--- src/rtl/usb_crc_engine.sv ---
`default_nettype none
// ============================================================================
// Module : usb_crc_engine
// Byte-wide reflected (LSB-first) CRC checker/generator; the CRC append stream
// exists only when macro USB_CRC_APPEND_EN is defined.
// Rev    : 1.0
// ============================================================================
module usb_crc_engine #(
    parameter int               CRC_W   = 16,
    parameter logic [CRC_W-1:0] POLY    = 16'h8005,
    parameter logic [CRC_W-1:0] INIT    = {CRC_W{1'b1}},
    parameter logic [CRC_W-1:0] XOROUT  = {CRC_W{1'b1}},
    parameter logic [CRC_W-1:0] RESIDUE = 16'hB001
) (
    input  logic             clk,
    input  logic             n_rst,
    input  logic             start,
    input  logic             mode,
    input  logic [7:0]       data_in,
    input  logic             data_valid,
    input  logic             data_last,
    output logic [CRC_W-1:0] crc_out,
    output logic             crc_valid,
    output logic             busy,
    output logic             done,
    output logic [7:0]       tx_byte,
    output logic             tx_valid,
    input  logic             tx_ready
);

    typedef enum logic [1:0] {
        IDLE   = 2'd0,
        ACCUM  = 2'd1,
        APPEND = 2'd2,
        DONE   = 2'd3
    } state_t;

    function automatic logic [CRC_W-1:0] reflect(input logic [CRC_W-1:0] v);
        logic [CRC_W-1:0] r;
        r = '0;
        for (int i = 0; i < CRC_W; i++) begin
            r[i] = v[CRC_W-1-i];
        end
        return r;
    endfunction

    // The register is kept bit-reversed, so the polynomial is too.
    localparam logic [CRC_W-1:0] POLY_REF = reflect(POLY);

    function automatic logic [CRC_W-1:0] crc_byte(input logic [CRC_W-1:0] c,
                                                  input logic [7:0]       b);
        logic [CRC_W-1:0] r;
        r = c;
        for (int i = 0; i < 8; i++) begin
            if (r[0] ^ b[i]) begin
                r = (r >> 1) ^ POLY_REF;
            end else begin
                r = r >> 1;
            end
        end
        return r;
    endfunction

    state_t           state_q, state_d;
    logic [CRC_W-1:0] crc_q, crc_d;
    logic             busy_q, busy_d;
    logic             done_q, done_d;
    logic             crc_valid_q, crc_valid_d;

`ifdef USB_CRC_APPEND_EN
    localparam int NB = (CRC_W + 7) / 8;

    logic        mode_q, mode_d;
    logic [1:0]  idx_q, idx_d;
    logic [7:0]  tx_byte_q, tx_byte_d;
    logic        tx_valid_q, tx_valid_d;
    logic [31:0] crc_out_ext;
`else
    logic        unused_inputs;
    assign unused_inputs = ^{mode, tx_ready};
`endif

    always_comb begin
        state_d = state_q;
        crc_d   = crc_q;
`ifdef USB_CRC_APPEND_EN
        mode_d  = mode_q;
        idx_d   = idx_q;
`endif
        // start wins over everything, including a byte presented with it
        if (start) begin
            state_d = ACCUM;
            crc_d   = INIT;
`ifdef USB_CRC_APPEND_EN
            mode_d  = mode;
            idx_d   = '0;
`endif
        end else begin
            case (state_q)
                ACCUM: begin
                    if (data_valid) begin
                        crc_d = crc_byte(crc_q, data_in);
                        if (data_last) begin
`ifdef USB_CRC_APPEND_EN
                            state_d = mode_q ? APPEND : DONE;
                            idx_d   = '0;
`else
                            state_d = DONE;
`endif
                        end
                    end
                end
`ifdef USB_CRC_APPEND_EN
                APPEND: begin
                    if (tx_ready) begin
                        if (idx_q == 2'(NB - 1)) begin
                            state_d = DONE;
                            idx_d   = '0;
                        end else begin
                            idx_d = idx_q + 2'd1;
                        end
                    end
                end
`endif
                default: ;
            endcase
        end

        busy_d      = (state_d == ACCUM) || (state_d == APPEND);
        done_d      = (state_d == DONE);
        crc_valid_d = (state_d == DONE) && (crc_d == RESIDUE);
`ifdef USB_CRC_APPEND_EN
        crc_out_ext = 32'(crc_d ^ XOROUT);
        tx_valid_d  = (state_d == APPEND);
        tx_byte_d   = tx_valid_d ? crc_out_ext[{idx_d, 3'b000} +: 8] : 8'h00;
`endif
    end

    always_ff @(posedge clk) begin
        if (!n_rst) begin
            state_q     <= IDLE;
            crc_q       <= INIT;
            busy_q      <= 1'b0;
            done_q      <= 1'b0;
            crc_valid_q <= 1'b0;
`ifdef USB_CRC_APPEND_EN
            mode_q      <= 1'b0;
            idx_q       <= '0;
            tx_byte_q   <= 8'h00;
            tx_valid_q  <= 1'b0;
`endif
        end else begin
            state_q     <= state_d;
            crc_q       <= crc_d;
            busy_q      <= busy_d;
            done_q      <= done_d;
            crc_valid_q <= crc_valid_d;
`ifdef USB_CRC_APPEND_EN
            mode_q      <= mode_d;
            idx_q       <= idx_d;
            tx_byte_q   <= tx_byte_d;
            tx_valid_q  <= tx_valid_d;
`endif
        end
    end

    assign crc_out   = crc_q ^ XOROUT;
    assign crc_valid = crc_valid_q;
    assign busy      = busy_q;
    assign done      = done_q;
`ifdef USB_CRC_APPEND_EN
    assign tx_byte   = tx_byte_q;
    assign tx_valid  = tx_valid_q;
`else
    assign tx_byte   = 8'h00;
    assign tx_valid  = 1'b0;
`endif

endmodule
`default_nettype wire
--- config.mk ---
export PLATFORM = sky130hd
export DESIGN_NAME = usb_crc_engine
export DESIGN_NICKNAME = d
export VERILOG_FILES = /design/src/rtl/usb_crc_engine.sv
export SDC_FILE = /design/constraint.sdc
export NUM_CORES = 1
export LEC_CHECK = 0
export BUFFER_PORTS_ARGS = -buffer_cell sky130_fd_sc_hd__clkbuf_2
export CAP_MARGIN = 10
export CORE_ASPECT_RATIO = 0.7
export CORE_MARGIN = 8
export CORE_UTILIZATION = 30
export CTS_CLUSTER_DIAMETER = 50
export DETAILED_ROUTE_END_ITERATION = 7
export SYNTH_ARGS = -nofsm -noshare
export SYNTH_HDL_FRONTEND = slang
export SYNTH_SLANG_ARGS = --single-unit
--- constraint.sdc ---
create_clock -name clk -period 1.81 [get_ports clk]
set_input_delay 0.362 -clock clk [delete_from_list [all_inputs] [get_ports clk]]
set_output_delay 0.362 -clock clk [all_outputs]
set_load 0.1 [all_outputs]
# After elaboration in Yosys (flattened, before gate mapping)
# Cells that the tools add are included.
# word_totals
output_inout_bits	28
elab_cells	65
register_bits	21
# op_classes
eq_ne	5
muxes	36
n_bitwise	17
n_reduce_logical	2
# op_table
op	count
two-way mux 16 bit	32
inverter 2 -> 3 bit	8
equality test 16 bit, second input constant	1
inverter 16 bit	1
two-way mux 2 bit	4
bitwise XOR 1 bit	8
equality test 2 x 1 -> 1 bit, second input constant	2
equality test 2 bit, second input constant	2
logical AND 1 bit	1
logical OR 1 bit	1

# Depth between registers and ports, before layout
# depth
ltp_word	42
depth_mapped	7

# Worst setup path before layout
# OpenSTA, ideal clock, no wires.
# synth_timing
kind	reg-to-reg
start	register crc_q[5]
end	register crc_valid_q (netlist: crc_valid)
stages_incl_launch_ff	7
period_less_slack_ps	1901
setup_ps	61
slack_ps	-91
t_arrival_ps	1840
cell_sequence	dfxtp_1 > xor2_2 > xnor2_1 > xnor3_2 > xnor2_1 > a311oi_1 > and4b_1
# synth_between
elab_chain_len	38
# synth_rtl
element	line	source
start, declared	65	logic [CRC_W-1:0] crc_q, crc_d;
start signal, assigned	154	crc_q <= crc_d;
two-way mux 16 bit	55	if (r[0] ^ b[i]) begin
two-way mux 16 bit	101	if (data_valid) begin
two-way mux 16 bit	99	case (state_q)
two-way mux 16 bit	91	if (start) begin
two-way mux 16 bit	55	
two-way mux 16 bit	101	
two-way mux 16 bit	99	
two-way mux 16 bit	91	
[22 not listed]	n/a	
two-way mux 16 bit	91	
bitwise XOR 1 bit	55	
two-way mux 16 bit	55	
two-way mux 16 bit	101	
two-way mux 16 bit *	99	
two-way mux 16 bit *	91	
equality test 16 bit *	131	crc_valid_d = (state_d == DONE) && (crc_d == RESIDUE);
logical AND 1 bit *	131	
end signal, assigned	157	crc_valid_q <= crc_valid_d;
end, declared	68	logic crc_valid_q, crc_valid_d;
# Mark *: on every way between the ends. The rest lies on a longest branch, timed or not. The select of a mux whose other input is x is not followed.
# A chain may end at the register's enable or synchronous reset.

# Worst setup path in the final report
# layout_timing
start	register crc_q[3]
end	register crc_valid_q (netlist: crc_valid)
# layout_between
elab_chain_len	40
# layout_rtl
element	line
two-way mux 16 bit	55
two-way mux 16 bit	101
two-way mux 16 bit	99
two-way mux 16 bit	91
two-way mux 16 bit	55
two-way mux 16 bit	101
two-way mux 16 bit	99
two-way mux 16 bit	91
[24 not listed]	n/a
two-way mux 16 bit	91
bitwise XOR 1 bit	55
two-way mux 16 bit	55
two-way mux 16 bit	101
two-way mux 16 bit *	99
two-way mux 16 bit *	91
equality test 16 bit *	131
logical AND 1 bit *	131
# Marks and branches as above.

==> results.json <==
{
  "outcome": "finished with violations",
  "violations": "setup timing",
  "max_freq_ghz": 0.549,
  "root_buffer": "clkbuf_8",
  "arrival_ps": 1980,
  "start_util_pct": 30.5,
  "setup_viol": 1,
  "hold_path_class": "input port to flop",
  "areaGrowthSynthToFinish_pct": 34.8,
  "ctsLongestPathBuffers": 2,
  "die_area_um2": 6710,
  "rsz0062_at_grt": "yes",
  "synth_area_per_cell_um2": 8.94,
  "drt_iter0_drc": 111,
  "grt_use_total_pct": 9.64,
  "critPathKind": "flop to flop",
  "hp-start": "n_rst",
  "hold-path-endpoint": "crc_q[14]$_SDFF_PN1_",
  "fin_ws_ps": -11.9,
  "crit_fanout": 2,
  "synth_area_um2": 1300,
  "pre_cts_ws_ps": -199,
  "cp_num_buf_inv": 0,
  "insertion_delay_ps": 260,
  "cp_num_cells": 6,
  "fin_skew_ps": 4.28,
  "drv_slew": 0,
  "critPathLaunchType": "flop",
  "cts.clk_slew.worst_paths_ps": 80,
  "period_minus_slack_ps": 1820,
  "power.density_nw_per_um2": 760,
  "finalInstanceArea_um2": 1750,
  "vias": 1104,
  "ff2ff_path_depth": 6,
  "synth-seq-cells": 21,
  "grt_antenna_before_repair": 0,
  "ios": 43,
  "r2r_end": "crc_valid$_SDFF_PN0_",
  "r2r_slack_ps": -10,
  "grt_start_max_net_pins": 15,
  "grt_pass1_wl_um": 5080,
  "fin_nets": 217,
  "cts.sinks": 21,
  "post_dp_cell_area_um2": 1670,
  "die_w_um": 94.6,
  "worstPathRequired_ps": 1970,
  "maxSlewHeadroom_pct": 63.7,
  "period_share_pct": 101,
  "r2r-start": "crc_q[3]$_SDFF_PN1_",
  "crit_family": "XOR/XNOR gates",
  "wl_per_cell_um": 12.7,
  "coreArea_um2": 4250,
  "hold_viol": 0,
  "leakagePower_nw": 0.957,
  "vdd_drop_max_mv": 0.360,
  "crit_path_end_kind": "flop",
  "cts_tree": "yes",
  "postRouteAntennaNets": 0,
  "cp_cell_sequence": "xnor2_4, xnor2_2, xnor3_2, xnor2_1, a311oi_1, and4b_1",
  "routed_wl_um": 3230,
  "synthCells": 145,
  "maxCapViolCount": 0,
  "critical_path.max_stage_delay_ps": 480,
  "drtPass1Iterations": 4,
  "globalRoute.totalOverflow": 0,
  "synth_top_cell_by_area": "dfxtp_1",
  "ys_seq_area_share_pct": 32.4,
  "diodes": 0,
  "port-buffer-count": 31,
  "min_path_cells": 2,
  "slowest_stage": "xnor3_2",
  "grt_pass1_vias": 1027,
  "rows": 20,
  "drive_gt1_share_pct": 38.5,
  "yosysWarningCount": 0,
  "place_hpwl_um": 2690,
  "die_y_um": 71.0,
  "ys_types": 36,
  "worst_pin_slew_ps": 546,
  "htreeDepth": 1,
  "gp_congestion": 0.789,
  "yosysTopAreaCellShare_pct": 32.4,
  "synthTopCellsByArea": "dfxtp_1 32%, xnor2_2 7.5%, xnor2_1 7.4%",
  "cts_buffers": 3,
  "vias_per_cell": 4.33,
  "drc": 0
}
Yosys cell counts (all sizes together):
cell type	instances
a221oi	1
or3	1
nand2	16
nor4	4
and4b	1
a32oi	1
and2	4
xnor2	18
inv	17
a21oi	3
o2111ai	1
nor2b	1
a311oi	1
conb	1
nand3	2
xor2	2
o211ai	10
or2	1
dfxtp	21
xnor3	3
a31oi	4
mux2i	1
and3	1
o21ai	3
buf	9
ha	1
nand3b	1
clkbuf	4
nor2	12
worst max path at each step:
| stage | slack, ps | from | endpoint |
|---|---|---|---|
| finish | -10 | crc_q[3]$_SDFF_PN1_ | crc_valid$_SDFF_PN0_ |
| global route | -90 | crc_q[3]$_SDFF_PN1_ | crc_valid$_SDFF_PN0_ |
| CTS | -5 | crc_q[2]$_SDFF_PN1_ | crc_valid$_SDFF_PN0_ |
| detailed placement | -200 | data_in[2] | crc_valid$_SDFF_PN0_ |
| global placement | -170 | data_in[2] | crc_valid$_SDFF_PN0_ |
| floorplan | 20 | data_in[3] | crc_valid$_SDFF_PN0_ |
final cells by class:
cell class	count	area, um2
Clock buffer	3	41.3
Clock inverter	1	5.00
Inverter	17	63.8
Timing Repair Buffer	56	343
Multi-Input combinational cell	102	803
Sequential cell	21	423
Tap cell	55	68.8
Fill cell	455	2510
metal layers:
layer,up-vias,GRT usage (%),routed length [um]
li1,573,-,-
met1,488,14.1,1620
met2,41,12.8,1250
met3,2,3.81,343
met4,0,1.55,11
met5,-,0,0
registers in the layout (all words and copies together) (netlist names):
name and flops:
busy 1, crc_q 16, crc_valid 1, done 1, state_q 2
cells by family (layout without fill, tap and decap cells):
kind of cell,after synthesis,after routing,synth area share (%)
flip-flops,21,21,32.4
buffers and inverters,30,77,12.1
other,1,9,0.289
multiplexers,1,1,0.772
AO/OA/AOI/OAI,24,24,12.7
AND/OR/NAND/NOR,44,44,16.4
XOR/XNOR,23,23,24.3
adder cells (fa/ha/maj),1,1,0.965
per-stage QoR:
step	hold slack, ps	power (W)	utilization [%]	TNS, ps	cells
floorplan	424	0.000917	-	0	153
global placement	494	0.00102	39.4	-308	250
detailed placement	507	0.00102	39.4	-360	250
CTS	334	0.00133	40.9	-4.89	254
global route	350	0.00139	41.1	-128	255
finish	332	0.00133	41.1	-11.9	255
power by group:
group | leakage (nW) | switching [W] | internal (W) | total, W
Combinational | 0.761 | 0.000329 | 0.000199 | 0.000528
Sequential | 0.170 | 0.0000139 | 0.000477 | 0.000491
Clock | 0.0255 | 0.000156 | 0.000153 | 0.000309
Total | 0.957 | 0.000499 | 0.000830 | 0.00133
what timing repair did:
item	4_1_cts	5_1_grt
setup buffers	0	1
setup endpoints to repair	2	2
hold buffers	0	0
pin swaps	0	2
resized for setup	3	0
layout by cell type (no fill, tap or decap), types with 2 or more instances in the layout:
cell type,instances
a21oi_1,3
a31oi_1,4
and2_1,4
buf_4,25
clkbuf_2,31
clkbuf_8,3
conb_1,9
dfxtp_1,19
dfxtp_2,2
inv_1,17
nand2_1,15
nand3_1,2
nor2_1,11
nor4_1,2
nor4_2,2
o211ai_1,10
o21ai_0,3
xnor2_1,10
xnor2_2,4
xnor2_4,4
xnor3_1,2
Power figures use the tool's default switching activity.
